<file path="src/rtl/bufm_id_mgr_pkg.sv">
// tsn_bufm_pkg: shared defaults and FSM encoding for the buffer-ID manager.
package tsn_bufm_pkg;
  localparam int BUFM_ID_W = 8;
  localparam int BUFM_NUM_BUF = 16;
  localparam int BUFM_CNT_W = 5;
  localparam int BUFM_LOW_WM = 2;
  typedef enum logic {
    INIT_S  = 1'b0,
    READY_S = 1'b1
  } state_t;
endpackage

</file>
<file path="src/rtl/bufm_id_mgr_if.sv">
// bufm_id_mgr_if: allocate/release bus between ingress/egress (master) and ID manager (slave).
interface bufm_id_mgr_if #(
  parameter int ID_W = 8,
  parameter int CNT_W = 5
) ();
  logic            in_alloc_req;
  logic [ID_W-1:0] in_rel_id;
  logic            in_rel_wr;
  logic [ID_W-1:0] out_id;
  logic            out_id_vld;
  logic [CNT_W-1:0] out_free_cnt;
  logic            out_almost_empty;
  logic            out_alloc_fail;
  logic            out_rel_err;
  logic [15:0]     out_drop_cnt;
  logic            out_init_done;
  modport master (
    output in_alloc_req, in_rel_id, in_rel_wr,
    input  out_id, out_id_vld, out_free_cnt, out_almost_empty,
    input  out_alloc_fail, out_rel_err, out_drop_cnt, out_init_done
  );
  modport slave (
    input  in_alloc_req, in_rel_id, in_rel_wr,
    output out_id, out_id_vld, out_free_cnt, out_almost_empty,
    output out_alloc_fail, out_rel_err, out_drop_cnt, out_init_done
  );
endinterface

</file>
<file path="src/rtl/bufm_free_fifo.sv">
// bufm_free_fifo: register-array circular FIFO holding free buffer IDs.
module bufm_free_fifo #(
  parameter int DEPTH = 16,
  parameter int ID_W = 8,
  parameter int CNT_W = 5
) (
  input  logic             clk,
  input  logic             rst,
  input  logic             i_push,
  input  logic [ID_W-1:0]  i_push_data,
  input  logic             i_pop,
  output logic [ID_W-1:0]  o_head,
  output logic [CNT_W-1:0] o_cnt
);
  localparam int AW = $clog2(DEPTH);
  logic [ID_W-1:0]  r_mem [DEPTH];
  logic [AW-1:0]    r_rd_ptr;
  logic [AW-1:0]    r_wr_ptr;
  logic [CNT_W-1:0] r_cnt;
  always_ff @(posedge clk or posedge rst) begin
    if (rst) begin
      r_mem <= '{default: '0};
      r_rd_ptr <= '0;
      r_wr_ptr <= '0;
      r_cnt <= '0;
    end else begin
      if (i_push) begin
        r_mem[r_wr_ptr] <= i_push_data;
        r_wr_ptr <= r_wr_ptr + AW'(1);
      end
      if (i_pop) r_rd_ptr <= r_rd_ptr + AW'(1);
      r_cnt <= r_cnt + CNT_W'(i_push) - CNT_W'(i_pop);
    end
  end
  assign o_head = r_mem[r_rd_ptr];
  assign o_cnt = r_cnt;
endmodule

</file>
<file path="src/rtl/bufm_id_mgr.sv">
// bufm_id_mgr: init sequencer, allocation bitmap, release legality and error/drop counters
// wrapped around the free-ID FIFO.
module bufm_id_mgr
  import tsn_bufm_pkg::*;
#(
  parameter int ID_W = BUFM_ID_W,
  parameter int NUM_BUF = BUFM_NUM_BUF,
  parameter int CNT_W = BUFM_CNT_W,
  parameter int LOW_WM = BUFM_LOW_WM
) (
  input logic clk,
  input logic rst,
  bufm_id_mgr_if.slave bus
);
  localparam int AW = $clog2(NUM_BUF);
  state_t           r_state;
  state_t           w_state_nxt;
  logic [AW-1:0]    r_init_k;
  logic [NUM_BUF-1:0] r_bitmap;
  logic             r_alloc_fail;
  logic             r_rel_err;
  logic             r_almost_empty;
  logic [15:0]      r_drop_cnt;
  logic             w_vld;
  logic             w_alloc;
  logic             w_fail;
  logic             w_rel_ok;
  logic             w_rel_err;
  logic             w_push;
  logic [ID_W-1:0]  w_head;
  logic [ID_W-1:0]  w_push_data;
  logic [CNT_W-1:0] w_cnt;
  logic [CNT_W-1:0] w_cnt_nxt;
  logic [AW-1:0]    w_rel_idx;
  logic [AW-1:0]    w_head_idx;
  assign w_rel_idx = bus.in_rel_id[AW-1:0];
  assign w_head_idx = w_head[AW-1:0];
  // A release is only legal for an in-range ID that is currently handed out.
  always_comb begin
    w_vld = r_state == READY_S && w_cnt != '0;
    w_alloc = bus.in_alloc_req && w_vld;
    w_fail = bus.in_alloc_req && !w_vld;
    w_rel_ok = bus.in_rel_wr && r_state == READY_S && bus.in_rel_id < ID_W'(NUM_BUF) && r_bitmap[w_rel_idx];
    w_rel_err = bus.in_rel_wr && !w_rel_ok;
    w_push = r_state == INIT_S || w_rel_ok;
    w_push_data = r_state == INIT_S ? ID_W'(r_init_k) : bus.in_rel_id;
    w_cnt_nxt = w_cnt + CNT_W'(w_push) - CNT_W'(w_alloc);
    w_state_nxt = (r_state == INIT_S && r_init_k == AW'(NUM_BUF - 1)) ? READY_S : r_state;
  end
  always_ff @(posedge clk or posedge rst) begin
    if (rst) r_state <= INIT_S;
    else r_state <= w_state_nxt;
  end
  always_ff @(posedge clk or posedge rst) begin
    if (rst) begin
      r_init_k <= '0;
      r_bitmap <= '0;
      r_alloc_fail <= 1'b0;
      r_rel_err <= 1'b0;
      r_almost_empty <= 1'b0;
      r_drop_cnt <= '0;
    end else begin
      if (r_state == INIT_S) r_init_k <= r_init_k + AW'(1);
      if (w_alloc) r_bitmap[w_head_idx] <= 1'b1;
      if (w_rel_ok) r_bitmap[w_rel_idx] <= 1'b0;
      if (w_fail && r_drop_cnt != 16'hFFFF) r_drop_cnt <= r_drop_cnt + 16'd1;
      r_alloc_fail <= w_fail;
      r_rel_err <= w_rel_err;
      r_almost_empty <= w_cnt_nxt <= CNT_W'(LOW_WM);
    end
  end
  bufm_free_fifo #(
    .DEPTH(NUM_BUF),
    .ID_W(ID_W),
    .CNT_W(CNT_W)
  ) u_fifo (
    .clk(clk),
    .rst(rst),
    .i_push(w_push),
    .i_push_data(w_push_data),
    .i_pop(w_alloc),
    .o_head(w_head),
    .o_cnt(w_cnt)
  );
  assign bus.out_id = w_head;
  assign bus.out_id_vld = w_vld;
  assign bus.out_free_cnt = w_cnt;
  assign bus.out_almost_empty = r_almost_empty;
  assign bus.out_alloc_fail = r_alloc_fail;
  assign bus.out_rel_err = r_rel_err;
  assign bus.out_drop_cnt = r_drop_cnt;
  assign bus.out_init_done = r_state == READY_S;
endmodule

</file>
<file path="src/flat_wrapper.sv">
// flat-port wrapper written by rule: the top's interface ports become plain ports
module bufm_id_mgr_flat import tsn_bufm_pkg::*;
#(
  parameter int ID_W = BUFM_ID_W,
  parameter int NUM_BUF = BUFM_NUM_BUF,
  parameter int CNT_W = BUFM_CNT_W,
  parameter int LOW_WM = BUFM_LOW_WM
)
  (clk, rst, bus_in_alloc_req, bus_in_rel_id, bus_in_rel_wr, bus_out_id, bus_out_id_vld, bus_out_free_cnt, bus_out_almost_empty, bus_out_alloc_fail, bus_out_rel_err, bus_out_drop_cnt, bus_out_init_done);
  bufm_id_mgr_if #(.ID_W(ID_W), .CNT_W(CNT_W)) bus_i ();
  input logic clk;
  input logic rst;
  input wire logic [$bits(bus_i.in_alloc_req)-1:0] bus_in_alloc_req;
  input wire logic [$bits(bus_i.in_rel_id)-1:0] bus_in_rel_id;
  input wire logic [$bits(bus_i.in_rel_wr)-1:0] bus_in_rel_wr;
  output wire logic [$bits(bus_i.out_id)-1:0] bus_out_id;
  output wire logic [$bits(bus_i.out_id_vld)-1:0] bus_out_id_vld;
  output wire logic [$bits(bus_i.out_free_cnt)-1:0] bus_out_free_cnt;
  output wire logic [$bits(bus_i.out_almost_empty)-1:0] bus_out_almost_empty;
  output wire logic [$bits(bus_i.out_alloc_fail)-1:0] bus_out_alloc_fail;
  output wire logic [$bits(bus_i.out_rel_err)-1:0] bus_out_rel_err;
  output wire logic [$bits(bus_i.out_drop_cnt)-1:0] bus_out_drop_cnt;
  output wire logic [$bits(bus_i.out_init_done)-1:0] bus_out_init_done;
  assign bus_i.in_alloc_req = bus_in_alloc_req;
  assign bus_i.in_rel_id = bus_in_rel_id;
  assign bus_i.in_rel_wr = bus_in_rel_wr;
  assign bus_out_id = bus_i.out_id;
  assign bus_out_id_vld = bus_i.out_id_vld;
  assign bus_out_free_cnt = bus_i.out_free_cnt;
  assign bus_out_almost_empty = bus_i.out_almost_empty;
  assign bus_out_alloc_fail = bus_i.out_alloc_fail;
  assign bus_out_rel_err = bus_i.out_rel_err;
  assign bus_out_drop_cnt = bus_i.out_drop_cnt;
  assign bus_out_init_done = bus_i.out_init_done;
  bufm_id_mgr #(.ID_W(ID_W), .NUM_BUF(NUM_BUF), .CNT_W(CNT_W), .LOW_WM(LOW_WM)) u_core (.clk(clk), .rst(rst), .bus(bus_i));
endmodule
</file>
<file path="config.mk">
export PLATFORM = sky130hd
export DESIGN_NAME = bufm_id_mgr_flat
export DESIGN_NICKNAME = d
export VERILOG_FILES = /design/src/rtl/bufm_id_mgr_pkg.sv /design/src/rtl/bufm_id_mgr_if.sv /design/src/rtl/bufm_free_fifo.sv /design/src/rtl/bufm_id_mgr.sv /design/src/flat_wrapper.sv
export SDC_FILE = /design/constraint.sdc
export NUM_CORES = 1
export LEC_CHECK = 0
export CAP_MARGIN = 5
export CORE_MARGIN = 2
export CORE_UTILIZATION = 60
export CTS_CLUSTER_SIZE = 30
export DETAILED_ROUTE_END_ITERATION = 16
export GPL_TIMING_DRIVEN = 0
export PLACE_DENSITY = 0.82
export SYNTH_ARGS = -nofsm -noshare
export SYNTH_HDL_FRONTEND = slang
export SYNTH_SLANG_ARGS = --single-unit
</file>
<file path="constraint.sdc">
create_clock -name clk -period 12.85 [get_ports clk]
set_input_delay 2.57 -clock clk [delete_from_list [all_inputs] [get_ports clk]]
set_output_delay 2.57 -clock clk [all_outputs]
set_load 0.01 [all_outputs]
</file>
Word-level counts from Yosys, hierarchy flattened. Index checks and enable logic that the tools add are counted.

Register bits: 181. Input bits: 12. Output and inout port bits: 34. Logic and storage cells: 80.

Add/subtract/negate cells: 6. Order comparisons: 9. Eq/ne operators: 2. Muxes and demuxes: 15. Bitwise operators: 6. Reduce and logical (&&, ||, !) cells: 16.

Operator list (number): $bwmux 128 (1); $bmux 8 s4 (1); $demux 8 s4 (1); $mux 16 (2); $mux 8 (4); $add 16x1->16 const B (1); $and 16x16->16 (1); $ne 16x16->1 const B (1); $not 16->16 (1); $or 16x16->16 (1); $add 4x1->4 const B (3); $logic_and 1x1->1 (12); $ge 5x5->1 const B (2); $lt 4x5->1 const B (2); $not 4->5 (2); $demux 1 s4 (2); $ge 4x1->1 const B (2); $lt 8x5->1 const B (1); $add 5x1->5 (1); $le 5x2->1 const B (1); $lt 5x1->1 const B (1); $reduce_bool 5->1 (1); $sub 5x1->5 (1); $bmux 1 s4 (1); other kinds (5) (8).

Logic depth before layout (Yosys ltp).
Depth in word-level cells: 12. Depth in mapped cells: 16. Mapped depth without buffers: 14.

Modules after synthesis. Synthesis repeated with hierarchy kept, for this count alone.

Cells, all modules: 630. Area total of the unflattened synthesis: 8816.0 sq um.

Modules (own cells, without submodules): bufm_free_fifo (times used 1, cells each 415, area each 6520.0 sq um, seq. area each 3528.4 sq um); bufm_id_mgr (times used 1, cells each 215, area each 2296.0 sq um, seq. area each 1001.0 sq um).

Least setup slack after synthesis. No wires, ideal clock.

Path type: input-to-reg. Start: input port bus_in_rel_id[1]. End: register u_core.r_almost_empty (netlist: u_core.bus.out_almost_empty). Library setup time: 125 ps. Data arrival time: 5255 ps. Data required time: 12725 ps. Slack: 7469 ps. Cell stages on the path: 14. Buffers on the path: 2. Path through: buf_6 > mux2_1 > o22ai_1 > a2111oi_4 > and3b_4 > buf_4 > inv_1 > ha_1 > fa_1 > a21oi_1 > nor2_1 > nor2_1 > xnor2_1 > a2111oi_0.

Longest elaborated chain between the ends: 7. Elaborated cells on any way between the ends: 9. Classes of those cells: add/sub (2); order compare (2); mux (2); reduce/logical (3).

RTL lines: start: declaration (RTL line flat_wrapper.sv:14) `input wire logic [$bits(bus_i.in_rel_id)-1:0] bus_in_rel_id;`; $lt 8x5->1 or $bmux 1 s4 (tied branches) (RTL line bufm_id_mgr.sv:43) `w_rel_ok = bus.in_rel_wr && r_state == READY_S && bus.in_rel_id < ID_W'(NUM_BUF) && r_bitmap[w_rel_idx];`; $logic_and 1x1->1 or $mux 1 (tied branches) (RTL line bufm_id_mgr.sv:43); $logic_and 1x1->1 * (RTL line bufm_id_mgr.sv:43); $logic_or 1x1->1 * (RTL line bufm_id_mgr.sv:45) `w_push = r_state == INIT_S || w_rel_ok;`; net u_core.u_fifo.i_push (RTL line bufm_free_fifo.sv:9) `input logic i_push,`; $add 5x1->5 * (RTL line bufm_id_mgr.sv:47) `w_cnt_nxt = w_cnt + CNT_W'(w_push) - CNT_W'(w_alloc);`; $sub 5x1->5 * (RTL line bufm_id_mgr.sv:47); net u_core.w_cnt_nxt[4] (RTL line bufm_id_mgr.sv:33) `logic [CNT_W-1:0] w_cnt_nxt;`; $le 5x2->1 * (RTL line bufm_id_mgr.sv:69) `r_almost_empty <= w_cnt_nxt <= CNT_W'(LOW_WM);`; end signal: assignment (RTL line bufm_id_mgr.sv:69); end: declaration (RTL line bufm_id_mgr.sv:22) `logic r_almost_empty;`.

The timed path passes the listed nets; every way through them passes the cells marked *. The select of a mux whose other input is x is not followed. A chain may end at the register's enable or synchronous reset.

Final worst setup path.
Start: register u_core.u_fifo.r_rd_ptr[1]. End: output port bus_out_id[5].

Longest elaborated chain between the ends: 4.

RTL lines: start: declaration (RTL line bufm_free_fifo.sv:17) `logic [AW-1:0] r_rd_ptr;`; start signal: assignment (RTL line bufm_free_fifo.sv:31) `if (i_pop) r_rd_ptr <= r_rd_ptr + AW'(1);`; $not 4->5 (implied by the code) (RTL line bufm_free_fifo.sv:35) `assign o_head = r_mem[r_rd_ptr];`; $bmux 8 s4 (RTL line bufm_free_fifo.sv:35); $mux 8 (implied by the code) (2 in series) (RTL line bufm_free_fifo.sv:35); end: declaration (RTL line flat_wrapper.sv:16) `output wire logic [$bits(bus_i.out_id)-1:0] bus_out_id;`.

Every way passes these cells. The select of a mux whose other input is x is not followed.

==> results.json <==
{
  "critPathRequiredTime_ns": 10.28,
  "p_per_area_nw_per_um2": 180.4,
  "cts-buffers-inserted": 17,
  "r2r_end": "u_core.bus.out_almost_empty$_DFF_PP0_",
  "cap_violations": 0,
  "ys_dominant_reg_cell": "dfrtp_1",
  "drt_iter0_drc": 561,
  "cts_setup_buffers": 0,
  "syn_inst": 654,
  "cts.sinks": 181,
  "async_reset_ff_share_pct": 100.0,
  "layout_worst_path_cycle_share_pct": 49.29,
  "final-max-slew-violation-count": 0,
  "tns_ns": 0,
  "worstMarginPinSlew_ns": 0.7490,
  "h-tree-depth": 4,
  "ys_seq_area_share_pct": 53.89,
  "top_usage_layer": "met2",
  "max_slew_margin_pct": 50.07,
  "swShare_pct": 34.09,
  "power_leakage_nw": 4.141,
  "synth_cell_types": 54,
  "start_kind": "flop",
  "post_cts_resized": 0,
  "io_pins": 46,
  "reg2reg_slack_ns": 9.32,
  "synth_edf_count": 0,
  "clkLatencyLatePin_ns": 0.44,
  "drive_gt1_share_pct": 16.46,
  "crit_path_max_fanout": 10,
  "finalWeightedCongestion": 0.9048,
  "rr_startpoint": "u_core.u_fifo.o_cnt[2]$_DFF_PP0_",
  "layout_min_cycle_time_ns": 6.334,
  "rsz0062_at_grt": "false",
  "hpwl_mm": 13.19,
  "die_h_um": 122.4,
  "vias": 5775,
  "drc": 0,
  "rows": 43,
  "ys_ff_latch": 181,
  "instances_no_fill": 909,
  "yosys_warnings": 0,
  "hold_path.class": "flop to flop",
  "fp.dieW_um": 122.4,
  "routed_wl_mm": 19.43,
  "use_met1_pct": 37.38,
  "synthToLayoutAreaGrowth_pct": 15.18,
  "clock-root-buffer": "clkbuf_16",
  "skew_ns": 0.009193,
  "cts.reportedPaths.clkPinSlew_ns": 0.07,
  "overflow": 0,
  "min_delay_worst_endpoint": "u_core.u_fifo.r_mem[57]$_DFFE_PP0P_",
  "fin_util_pct": 70.29,
  "start_util_pct": 61.03,
  "power_mw": 1.746,
  "crit_arrival_ns": 3.76,
  "cts_tree": "built",
  "criticalPathCategory": "flop to output port",
  "pre_cts_ws_ns": 6.792,
  "firstDrtPassIters": 6,
  "detail-route-antenna-nets": 0,
  "vias_per_cell": 6.353,
  "power_frac_seq_pct": 39.8,
  "grt_pass1_wl_mm": 31.42,
  "die_area_sq_um": 14970,
  "switchingPower_mw": 0.5953,
  "final_nets": 741,
  "worstSetupEndpointType": "output port",
  "met3_usage_pct": 5.809,
  "worstHoldStart": "u_core.u_fifo.r_mem[57]$_DFFE_PP0P_",
  "fin_ws_ns": 6.516,
  "grt_start_max_net_pins": 138,
  "antenna_cells": 0,
  "fmax_mhz": 157.9,
  "hold_viol": 0,
  "post-place-cells": 877,
  "wl_per_cell_um": 21.37,
  "first_global_vias": 6040,
  "grt_antenna_before_repair": 0,
  "ctsHoldBuffers": 0,
  "pwr-share-comb_pct": 30.3,
  "finalSetupViolCount": 0,
  "port_buffers": 42,
  "clk_path_buf_depth": 2,
  "min_path_cells": 1,
  "power.internal_mw": 1.151,
  "synth_fp_nets": 679,
  "fp.coreArea_sq_um": 13770,
  "ir_worst_vdd_mv": 0.08637,
  "syn_area_per_cell_sq_um": 12.85,
  "outcome": "complete, no violations",
  "nFillCells": 932,
  "clkPwrFrac_pct": 29.9,
  "r2r_cells": 14,
  "track_usage_pct": 27.85,
  "met2_usage_pct": 44.79,
  "synthesis.area_sq_um": 8406
}
## routing by layer
layer	up-vias	wire, um
met4	0	515
met1	2967	7961
met5	-	0
met3	45	1268
li1	2525	-
met2	238	9680
## power groups by stage
stage / clock (mW) / sequential [mW] / combinational [mW]
finish: 0.523 / 0.695 / 0.529
global route: 0.550 / 0.702 / 0.569
CTS: 0.527 / 0.694 / 0.526
detailed placement: 0 / 0.704 / 0.521
global placement: 0 / 0.698 / 0.499
floorplan: 0 / 0.699 / 0.349
## worst max-delay path by stage
stage / startpoint / to / slack, ns / cells after the start
2_1_floorplan: rst / u_core.bus.out_alloc_fail$_DFF_PP0_ / 5.36 / 1
3_3_place_gp: rst / u_core.u_fifo.o_cnt[3]$_DFF_PP0_ / 3.48 / 2
3_5_place_dp: bus_in_rel_id[7] / u_core.bus.out_almost_empty$_DFF_PP0_ / 6.79 / 14
4_1_cts: u_core.u_fifo.r_rd_ptr[1]$_DFFE_PP0P_ / bus_out_id[5] / 6.51 / 6
5_1_grt: u_core.u_fifo.r_rd_ptr[1]$_DFFE_PP0P_ / bus_out_id[5] / 6.36 / 6
6_report: u_core.u_fifo.r_rd_ptr[1]$_DFFE_PP0P_ / bus_out_id[5] / 6.52 / 6
## cell usage after synthesis (all sizes together) (3+ instances only)
master    n  area share [%]
inv       9            0.40
ha       12             1.8
o22ai    16             1.2
nor3      3            0.24
mux2i    16             1.9
mux2      9             1.2
nor2     49             3.6
nor2b    71             5.3
mux4     36             9.6
xnor2    16             1.7
buf      19             1.9
nand2    19            0.85
nand4     4            0.30
xor2     10             1.0
a31oi     9            0.67
nand2b    6            0.45
nand3    14            0.83
clkbuf   10            0.45
nor3b     6            0.65
and2      4            0.33
o22a     51             5.6
dfrtp   181              54
a21oi    63             3.8
## state kept, by name, summed over array words and instances, names as in the netlist
signal	count
u_core.bus.out_alloc_fail	1
u_core.u_fifo.r_rd_ptr	4
u_core.r_init_k	4
u_core.bus.out_init_done	1
u_core.u_fifo.r_wr_ptr	4
u_core.u_fifo.o_cnt	5
u_core.r_bitmap	16
u_core.u_fifo.r_mem	128
u_core.bus.out_almost_empty	1
u_core.bus.out_drop_cnt	16
u_core.bus.out_rel_err	1
## layout by cell type (no fill, tap or decap), types with 9 or more instances in the layout
cell | synthesis | layout
nand2_1 | 19 | 19
a31oi_1 | 9 | 9
ha_1 | 12 | 12
dfrtp_1 | 181 | 181
clkbuf_1 | 10 | 10
o22ai_1 | 16 | 16
o22a_1 | 48 | 48
mux2i_1 | 16 | 16
nor2b_1 | 71 | 71
clkdlybuf4s50_1 | 0 | 42
nor2_4 | 15 | 15
xor2_1 | 10 | 10
clkbuf_16 | 0 | 17
xnor2_1 | 16 | 16
nor2_1 | 33 | 33
mux4_2 | 36 | 36
a21oi_1 | 62 | 62
nand3_1 | 14 | 14
## worst max-delay path, cell delays in order, from the launching register on
cell and delay (ns):
dfrtp_1 0.34, buf_2 0.32, buf_1 0.60, clkbuf_1 0.64, mux4_2 0.44, mux4_2 0.49, clkdlybuf4s50_1 0.49
## logic make-up after synthesis
| logic type | count (synthesis) | share of synthesized area, % |
|---|---|---|
| flops | 181 | 53.89 |
| mux | 61 | 12.76 |
| buf+inv | 38 | 2.709 |
| fa+ha+maj | 13 | 2.024 |
| xor+xnor | 26 | 2.709 |
| simple gates | 189 | 13.74 |
| compound gates | 146 | 12.18 |
## through the flow
step,hold WS (ns),instance area [sq um]
after global placement,0.4661,9051
after detailed placement,0.4718,9086
final,0.4852,9682
after global routing,0.5053,9682
after CTS,0.4877,9682
after floorplan,0.4546,8406
## area by class of cell
class | instances | area (sq um) | area share [%]
Sequential cell | 181 | 4529 | 46.78
Multi-Input combinational cell | 435 | 3649 | 37.68
Timing Repair Buffer | 43 | 447.9 | 4.627
Clock buffer | 18 | 439.2 | 4.536
Tap cell | 180 | 225.2 | 2.326
Buffer | 29 | 193.9 | 2.003
Clock inverter | 14 | 156.4 | 1.615
Inverter | 9 | 41.29 | 0.4265
Note: power is estimated with default switching activity, not from simulation.
